$ cat src/rtl/ray_dir_sequencer.sv
// Per-frame ray-direction sequencer: walks NUM_COLS columns across a FOV arc, sharing one cosine LUT.
// Optional fisheye-correction lookup is enabled by defining RAY_FISHEYE_CORR_EN.
module ray_dir_sequencer #(
    parameter int unsigned NUM_COLS = 320,
    parameter int unsigned FOV      = 60
) (
    input  logic              Clk,
    input  logic              Reset_n,
    input  logic              start,
    input  logic [8:0]        heading,
    output logic [8:0]        lut_angle,
    input  logic signed [9:0] lut_val,
    output logic              dir_valid,
    input  logic              dir_ready,
    output logic signed [9:0] dir_x,
    output logic signed [9:0] dir_y,
    output logic [8:0]        ray_angle,
    output logic [9:0]        col,
    output logic signed [9:0] corr,
    output logic              busy,
    output logic              frame_done
);

    localparam int unsigned AW       = $clog2(NUM_COLS) + 1;
    localparam logic [9:0]  HALF_FOV = 10'(FOV / 2);
    localparam logic [9:0]  LAST_COL = 10'(NUM_COLS - 1);

    typedef enum logic [2:0] {
        StIdle,
        StCos,
        StSin,
        StCorr,
        StOut,
        StDone
    } state_e;

    state_e               r_state;
    logic [8:0]           r_a;
    logic [9:0]           r_col;
    logic [AW-1:0]        r_acc;
    logic signed [9:0]    r_dir_x;
    logic signed [9:0]    r_dir_y;
    logic                 r_valid;
    logic                 r_busy;
    logic                 r_done;
    logic                 r_armed;

    logic [8:0]           w_a_start;
    logic [8:0]           w_a_sin;
    logic [8:0]           w_a_inc;
    logic [AW-1:0]        w_acc_sum;

    // Operands are always < 720, so one conditional subtract reduces mod 360.
    function automatic logic [8:0] f_mod360(input logic [9:0] v);
        return (v >= 10'd360) ? 9'(v - 10'd360) : v[8:0];
    endfunction

    assign w_a_start = f_mod360({1'b0, heading} + 10'd360 - HALF_FOV);
    assign w_a_sin   = f_mod360({1'b0, r_a} + 10'd270);
    assign w_a_inc   = f_mod360({1'b0, r_a} + 10'd1);
    assign w_acc_sum = r_acc + AW'(FOV);

`ifdef RAY_FISHEYE_CORR_EN
    logic [8:0]           r_hd;
    logic signed [9:0]    r_corr;
    logic [8:0]           w_a_corr;

    assign w_a_corr = f_mod360({1'b0, r_a} + 10'd360 - {1'b0, r_hd});
    assign corr     = r_corr;
`else
    assign corr     = 10'sd32;
`endif

    always_comb begin
        lut_angle = 9'd0;
        unique case (r_state)
            StCos:   lut_angle = r_a;
            StSin:   lut_angle = w_a_sin;
`ifdef RAY_FISHEYE_CORR_EN
            StCorr:  lut_angle = w_a_corr;
`endif
            default: lut_angle = 9'd0;
        endcase
    end

    always_ff @(posedge Clk or negedge Reset_n) begin
        if (!Reset_n) begin
            r_state <= StIdle;
            r_a     <= 9'd0;
            r_col   <= 10'd0;
            r_acc   <= '0;
            r_dir_x <= 10'sd0;
            r_dir_y <= 10'sd0;
            r_valid <= 1'b0;
            r_busy  <= 1'b0;
            r_done  <= 1'b0;
            r_armed <= 1'b0;
`ifdef RAY_FISHEYE_CORR_EN
            r_hd    <= 9'd0;
            r_corr  <= 10'sd32;
`endif
        end else begin
            // Blocks a start that coincides with reset release.
            r_armed <= 1'b1;
            r_done  <= 1'b0;
            unique case (r_state)
                StIdle: begin
                    if (start && r_armed) begin
                        r_a     <= w_a_start;
                        r_col   <= 10'd0;
                        r_acc   <= '0;
                        r_busy  <= 1'b1;
                        r_state <= StCos;
`ifdef RAY_FISHEYE_CORR_EN
                        r_hd    <= heading;
`endif
                    end
                end
                StCos: begin
                    r_dir_x <= lut_val;
                    r_state <= StSin;
                end
                StSin: begin
                    r_dir_y <= lut_val;
`ifdef RAY_FISHEYE_CORR_EN
                    r_state <= StCorr;
`else
                    r_valid <= 1'b1;
                    r_state <= StOut;
`endif
                end
`ifdef RAY_FISHEYE_CORR_EN
                StCorr: begin
                    r_corr  <= lut_val;
                    r_valid <= 1'b1;
                    r_state <= StOut;
                end
`endif
                StOut: begin
                    if (dir_ready) begin
                        r_valid <= 1'b0;
                        if (r_col == LAST_COL) begin
                            r_done  <= 1'b1;
                            r_state <= StDone;
                        end else begin
                            r_col <= r_col + 10'd1;
                            if (w_acc_sum >= AW'(NUM_COLS)) begin
                                r_acc <= w_acc_sum - AW'(NUM_COLS);
                                r_a   <= w_a_inc;
                            end else begin
                                r_acc <= w_acc_sum;
                            end
                            r_state <= StCos;
                        end
                    end
                end
                StDone: begin
                    r_busy  <= 1'b0;
                    r_state <= StIdle;
                end
                default: r_state <= StIdle;
            endcase
        end
    end

    assign dir_valid  = r_valid;
    assign dir_x      = r_dir_x;
    assign dir_y      = r_dir_y;
    assign ray_angle  = r_a;
    assign col        = r_col;
    assign busy       = r_busy;
    assign frame_done = r_done;

endmodule

$ cat config.mk
export PLATFORM = sky130hd
export DESIGN_NAME = ray_dir_sequencer
export DESIGN_NICKNAME = d
export VERILOG_FILES = /design/src/rtl/ray_dir_sequencer.sv
export SDC_FILE = /design/constraint.sdc
export NUM_CORES = 1
export LEC_CHECK = 0
export CAP_MARGIN = 20
export CORE_MARGIN = 3
export CORE_UTILIZATION = 52
export CTS_CLUSTER_SIZE = 8
export DETAILED_ROUTE_END_ITERATION = 10
export HOLD_SLACK_MARGIN = 0.15
export PLACE_DENSITY = 0.91
export SETUP_SLACK_MARGIN = 0.5
export SYNTH_ARGS = -nofsm -noshare
export SYNTH_HDL_FRONTEND = slang
export SYNTH_SLANG_ARGS = --single-unit
$ cat constraint.sdc
create_clock -name Clk -period 3.6 [get_ports Clk]
set_input_delay 0.72 -clock Clk [delete_from_list [all_inputs] [get_ports Clk]]
set_output_delay 0.72 -clock Clk [all_outputs]
set_load 0.02 [all_outputs]
Word-level counts from Yosys, hierarchy flattened
Index checks and enable logic that the tools add are counted.

$add $sub $neg: 10. Reductions and logical operators: 10. Muxes and demuxes: 28. Equal/unequal tests: 9. $lt $le $gt $ge: 4.

Operator list (number): two-way mux 9 bit (7); two-way mux 10 bit (6); greater-or-equal comparator 10 x 9 -> 1 bit (second input constant) (4); one-hot mux 10 bit (2 select lines) (2); one-hot mux 9 bit (2 select lines) (2); subtractor 9 bit (second input constant) (3); adder 9 x 9 -> 10 bit (second input constant) (2); one-hot mux 3 bit (4 select lines) (1); adder 10 x 1 -> 10 bit (second input constant) (1); adder 10 x 6 -> 10 bit (second input constant) (1); adder 9 x 1 -> 10 bit (second input constant) (1); == test 10 x 9 -> 1 bit (second input constant) (1); subtractor 10 x 5 -> 10 bit (second input constant) (1); subtractor 10 x 9 -> 10 bit (second input constant) (1); two-way mux 3 bit (3); inequality test 2 bit (second input constant) (4); == test 3 bit (second input constant) (2); AND reduction 2 bit (3); nonzero test 2 bit (3); two-way mux 1 bit (5); AND reduction 5 bit (1); one-hot mux 1 bit (2 select lines) (2); AND reduction 4 bit (1); == test 3 x 1 -> 1 bit (second input constant) (1); other kinds (3) (3).

Word-level logic and storage cells: 71. Flip-flop bits (word level): 56.

Logic depth before layout (Yosys ltp)
Depth in word-level cells: 7. Gate-level depth with buffers: 13. Gate-level depth less buffers: 13.

Worst setup path after synthesis
OpenSTA, ideal clock, no wires.

Kind: flip-flop to output port. Start: reg r_a[1] (netlist: ray_angle[1]). End: out lut_angle[5]. Arrival: 2.845 ns. Setup slack: 0.035 ns. Path buffers: 2. Cell stages (with the launch flop): 13. Cell sequence: dfrtp_1 -> buf_6 -> inv_1 -> ha_1 -> clkbuf_8 -> a21boi_0 -> o31ai_1 -> a2111oi_2 -> nor3_4 -> nand2_2 -> mux2_4 -> or4_1 -> o211ai_1.

Longest elaborated chain between the ends: 4. Elaborated cells between the ends (all ways): 5. Classes of those cells: 2 x add/sub; 1 x order compare; 2 x mux.

RTL lines: start: declaration (line 38) `logic [8:0] r_a;`; start signal: assignment (line 109) `r_a <= w_a_start;`; start signal: assignment (line 149) `r_a <= w_a_inc;`; adder 9 x 9 -> 10 bit (*) (line 59) `assign w_a_sin = f_mod360({1'b0, r_a} + 10'd270);`; subtractor 9 bit or greater-or-equal comparator 10 x 9 -> 1 bit (tied branches) (line 55) `return (v >= 10'd360) ? 9'(v - 10'd360) : v[8:0];`; two-way mux 9 bit (*) (line 55); one-hot mux 9 bit (2 select lines) (*) (line 76) `unique case (r_state)`; end: declaration (line 11) `output logic [8:0] lut_angle,`.

Mark *: on every way between the ends. The rest lies on a longest branch, timed or not.

Worst setup path in the final report
Same ends and word-level chain as after synthesis.

==> results_dict.tcl <==
set metrics [dict create \
    status "complete, but fails checks" \
    violations "setup timing" \
    worst_slew_pin_slew_ps 722 \
    diodes 0 \
    synth_top_area_frac 0.329 \
    internal_power_w 0.00256 \
    track_usage 0.280 \
    place_inst 696 \
    hold_viol 0 \
    syn_inst 506 \
    hpwl_um 8700 \
    start_util 0.551 \
    p_sw_frac 0.487 \
    power_density_nw_per_um2 895 \
    finalNetCount 653 \
    insertion_delay_ps 310 \
    grt_pass1_wl_um 20200 \
    antenna_left 0 \
    grt_pass1_vias 4271 \
    period_share 1.03 \
    synth.avg_cell_area_um2 8.11 \
    drv_cap 0 \
    slew_viol_final 0 \
    fin_cells 718 \
    rows 31 \
    yosys_register_bits 54 \
    path_class "flop to output pin" \
    viasPerCell 6.28 \
    worstSetupEndpointType "output pin" \
    clock.fmax_mhz 270 \
    critPathMaxFanout 9 \
    worst_setup_path_start_kind "flop" \
    die_area_um2 8990 \
    synth_area_um2 4100 \
    synth-edff-count 0 \
    wl_per_cell_um 20.0 \
    antenna_found_initial 0 \
    clockBufferDepth 2 \
    cp.arrival_ps 2980 \
    final_common_cell "nand2_1" \
    drive_gt1_frac 0.234 \
    setup_viol 2 \
    layout_common_cells "80 x nand2_1, 65 x clkdlybuf4s50_1, 58 x buf_4" \
    fin_crit_ps 3700 \
    final_util 0.747 \
    drc 0 \
    synth_flop_cell "dfrtp_1" \
    seq_power_share 0.208 \
    synth_area_leaders "dfrtp_1 33%, nand2_1 7.5%, o21ai_0 4.8%" \
    htreeDepth 2 \
    numCtsBuffers 5 \
    portBuffers 73 \
    via_count 4510 \
    synth.largest_area_cell "dfrtp_1" \
    area_growth_pct 35.6 \
    min_path_type "primary input to asynchronous set/reset pin" \
    grt_overflow_total 0 \
    ys_types 69 \
    rsz0062_at_grt "yes" \
    dpl_worst_slack_ps -289 \
    clock-root-buffer "clkbuf_8" \
    fp.dieH_um 94.8 \
    clkSlewWorstSetupHoldPaths_ps 110 \
    p_leak_nw 2.40 \
    fp.dieW_um 94.8 \
    grt_max_degree 31 \
    core_um2 7450 \
    drt_pass1_iterations 6 \
    skew_ps 4.70 \
    gp_congestion 0.967 \
    combinationalPowerShare 0.720 \
    slew_headroom 0.519 \
    ioPinCount 84 \
    yosys_warnings 0 \
    ir_drop_uv 389 \
    cts_tree "built" \
    required_ps 2880 \
    worst_slack_ps -102 \
    clock_power_share 0.072 \
    seq_area_frac_synth 0.329 \
    clock_sinks 54 \
    synthArstFlopShare 1.00 \
    switchingPower_w 0.00243 \
    drtIter0Drc 511 \
    routed_wl_um 14400 \
]
[layout make-up]
type                    count  area, um2
clock buffers               5       68.8
clock inverters             3       18.8
fillers                   464       1880
inverters                  15       56.3
multi-input cells         406       2720
flip-flops and latches     54       1360
well taps                  99        124
repair buffers            136       1230
[power by group through the flow]
stage | Combinational, W | Sequential, W | Clock (W)
2_1_floorplan | 0.00162 | 0.00119 | 0
3_3_place_gp | 0.00280 | 0.000996 | 0
3_5_place_dp | 0.00290 | 0.00101 | 0
4_1_cts | 0.00309 | 0.00101 | 0.000356
5_1_grt | 0.00376 | 0.00105 | 0.000377
6_report | 0.00359 | 0.00104 | 0.000359
[worst max-delay path, stage by stage, from the launching register on]
cell	delay, ps
dfrtp_2	450
inv_2	90
ha_4	200
nand2b_1	110
or4_4	520
nand3_2	120
nor3_4	50
nand2_2	120
mux2_4	320
or4_1	400
o211ai_1	110
buf_4	180
[timing repair]
action,in CTS,in global routing
hold endpoints to repair,0,0
gates resized for setup,54,40
pin swaps,3,11
setup endpoints to repair,11,20
setup buffers,6,8
hold buffers,0,0
[layer usage]
layer	vias to the layer above	global-route usage	part of all wire
li1	1970	-	-
met1	2159	0.334	0.37
met2	295	0.469	0.49
met3	86	0.0629	0.085
met4	0	0.148	0.057
met5	-	0	0
[cells in the mapped netlist, types with 2 or more instances]
| master | count |
|---|---|
| or3_1 | 8 |
| nor2b_1 | 3 |
| nor2_1 | 47 |
| a22o_1 | 4 |
| buf_6 | 6 |
| nor3_1 | 13 |
| or2_2 | 2 |
| and3_1 | 4 |
| xor2_1 | 14 |
| a21oi_1 | 27 |
| o22ai_1 | 3 |
| nand3_1 | 13 |
| mux2_2 | 10 |
| o21ai_0 | 39 |
| nand4_1 | 9 |
| conb_1 | 2 |
| o211ai_1 | 7 |
| and2_1 | 6 |
| xnor2_1 | 14 |
| clkbuf_1 | 17 |
| dfrtp_1 | 54 |
| inv_1 | 14 |
| a22oi_1 | 3 |
| mux2i_1 | 8 |
| a211oi_1 | 3 |
| ha_1 | 12 |
| buf_2 | 2 |
| nor3b_1 | 2 |
| a31oi_1 | 6 |
| or4_1 | 2 |
| nand2b_1 | 9 |
| o21bai_1 | 4 |
| o21ai_1 | 3 |
| clkbuf_8 | 4 |
| o31ai_1 | 4 |
| buf_4 | 11 |
| nand2_1 | 82 |
| a21o_1 | 4 |
[final timing paths]
| path | end | cells after the start | slack, ps | startpoint |
|---|---|---|---|---|
| max in group asynchronous | r_acc[4] | 2 | 2320 | Reset_n |
| max reg2reg | ray_angle[3] | 12 | 470 | ray_angle[1] |
| min in group Clk | dir_y[3] | 2 | 490 | dir_y[3] |
| min | dir_y[7] | 1 | 440 | Reset_n |
| max | lut_angle[5] | 11 | -100 | ray_angle[1] |
| min reg2reg | dir_y[3] | 2 | 490 | dir_y[3] |
[metrics by stage]
step / area (um2) / hold slack [ps] / setup TNS (ps) / total power, W
finish: 5570 / 445 / -178 / 0.00498
global route: 5570 / 474 / -297 / 0.00519
CTS: 5310 / 459 / -27.3 / 0.00445
detailed placement: 5090 / 464 / -362 / 0.00392
global placement: 5090 / 460 / -190 / 0.00380
floorplan: 4160 / 424 / 0 / 0.00281
[registers in the layout (all words and copies together) (netlist names)]
| signal | flops |
|---|---|
| dir_y | 10 |
| col | 10 |
| dir_x | 10 |
| r_acc | 8 |
| r_armed | 1 |
| dir_valid | 1 |
| ray_angle | 9 |
| r_state | 3 |
| frame_done | 1 |
| busy | 1 |
[kinds of logic (layout without fill, tap and decap cells)]
family	Yosys count	after routing	share of synthesized area
fa+ha+maj	12	12	0.0366
other cells	2	11	0.00183
simple gates	212	212	0.248
mux	19	19	0.0506
flops	54	54	0.329
xor+xnor	28	28	0.0598
buf+inv	55	159	0.0817
compound gates	124	124	0.192
No activity file was read; power rests on OpenSTA's default activity.
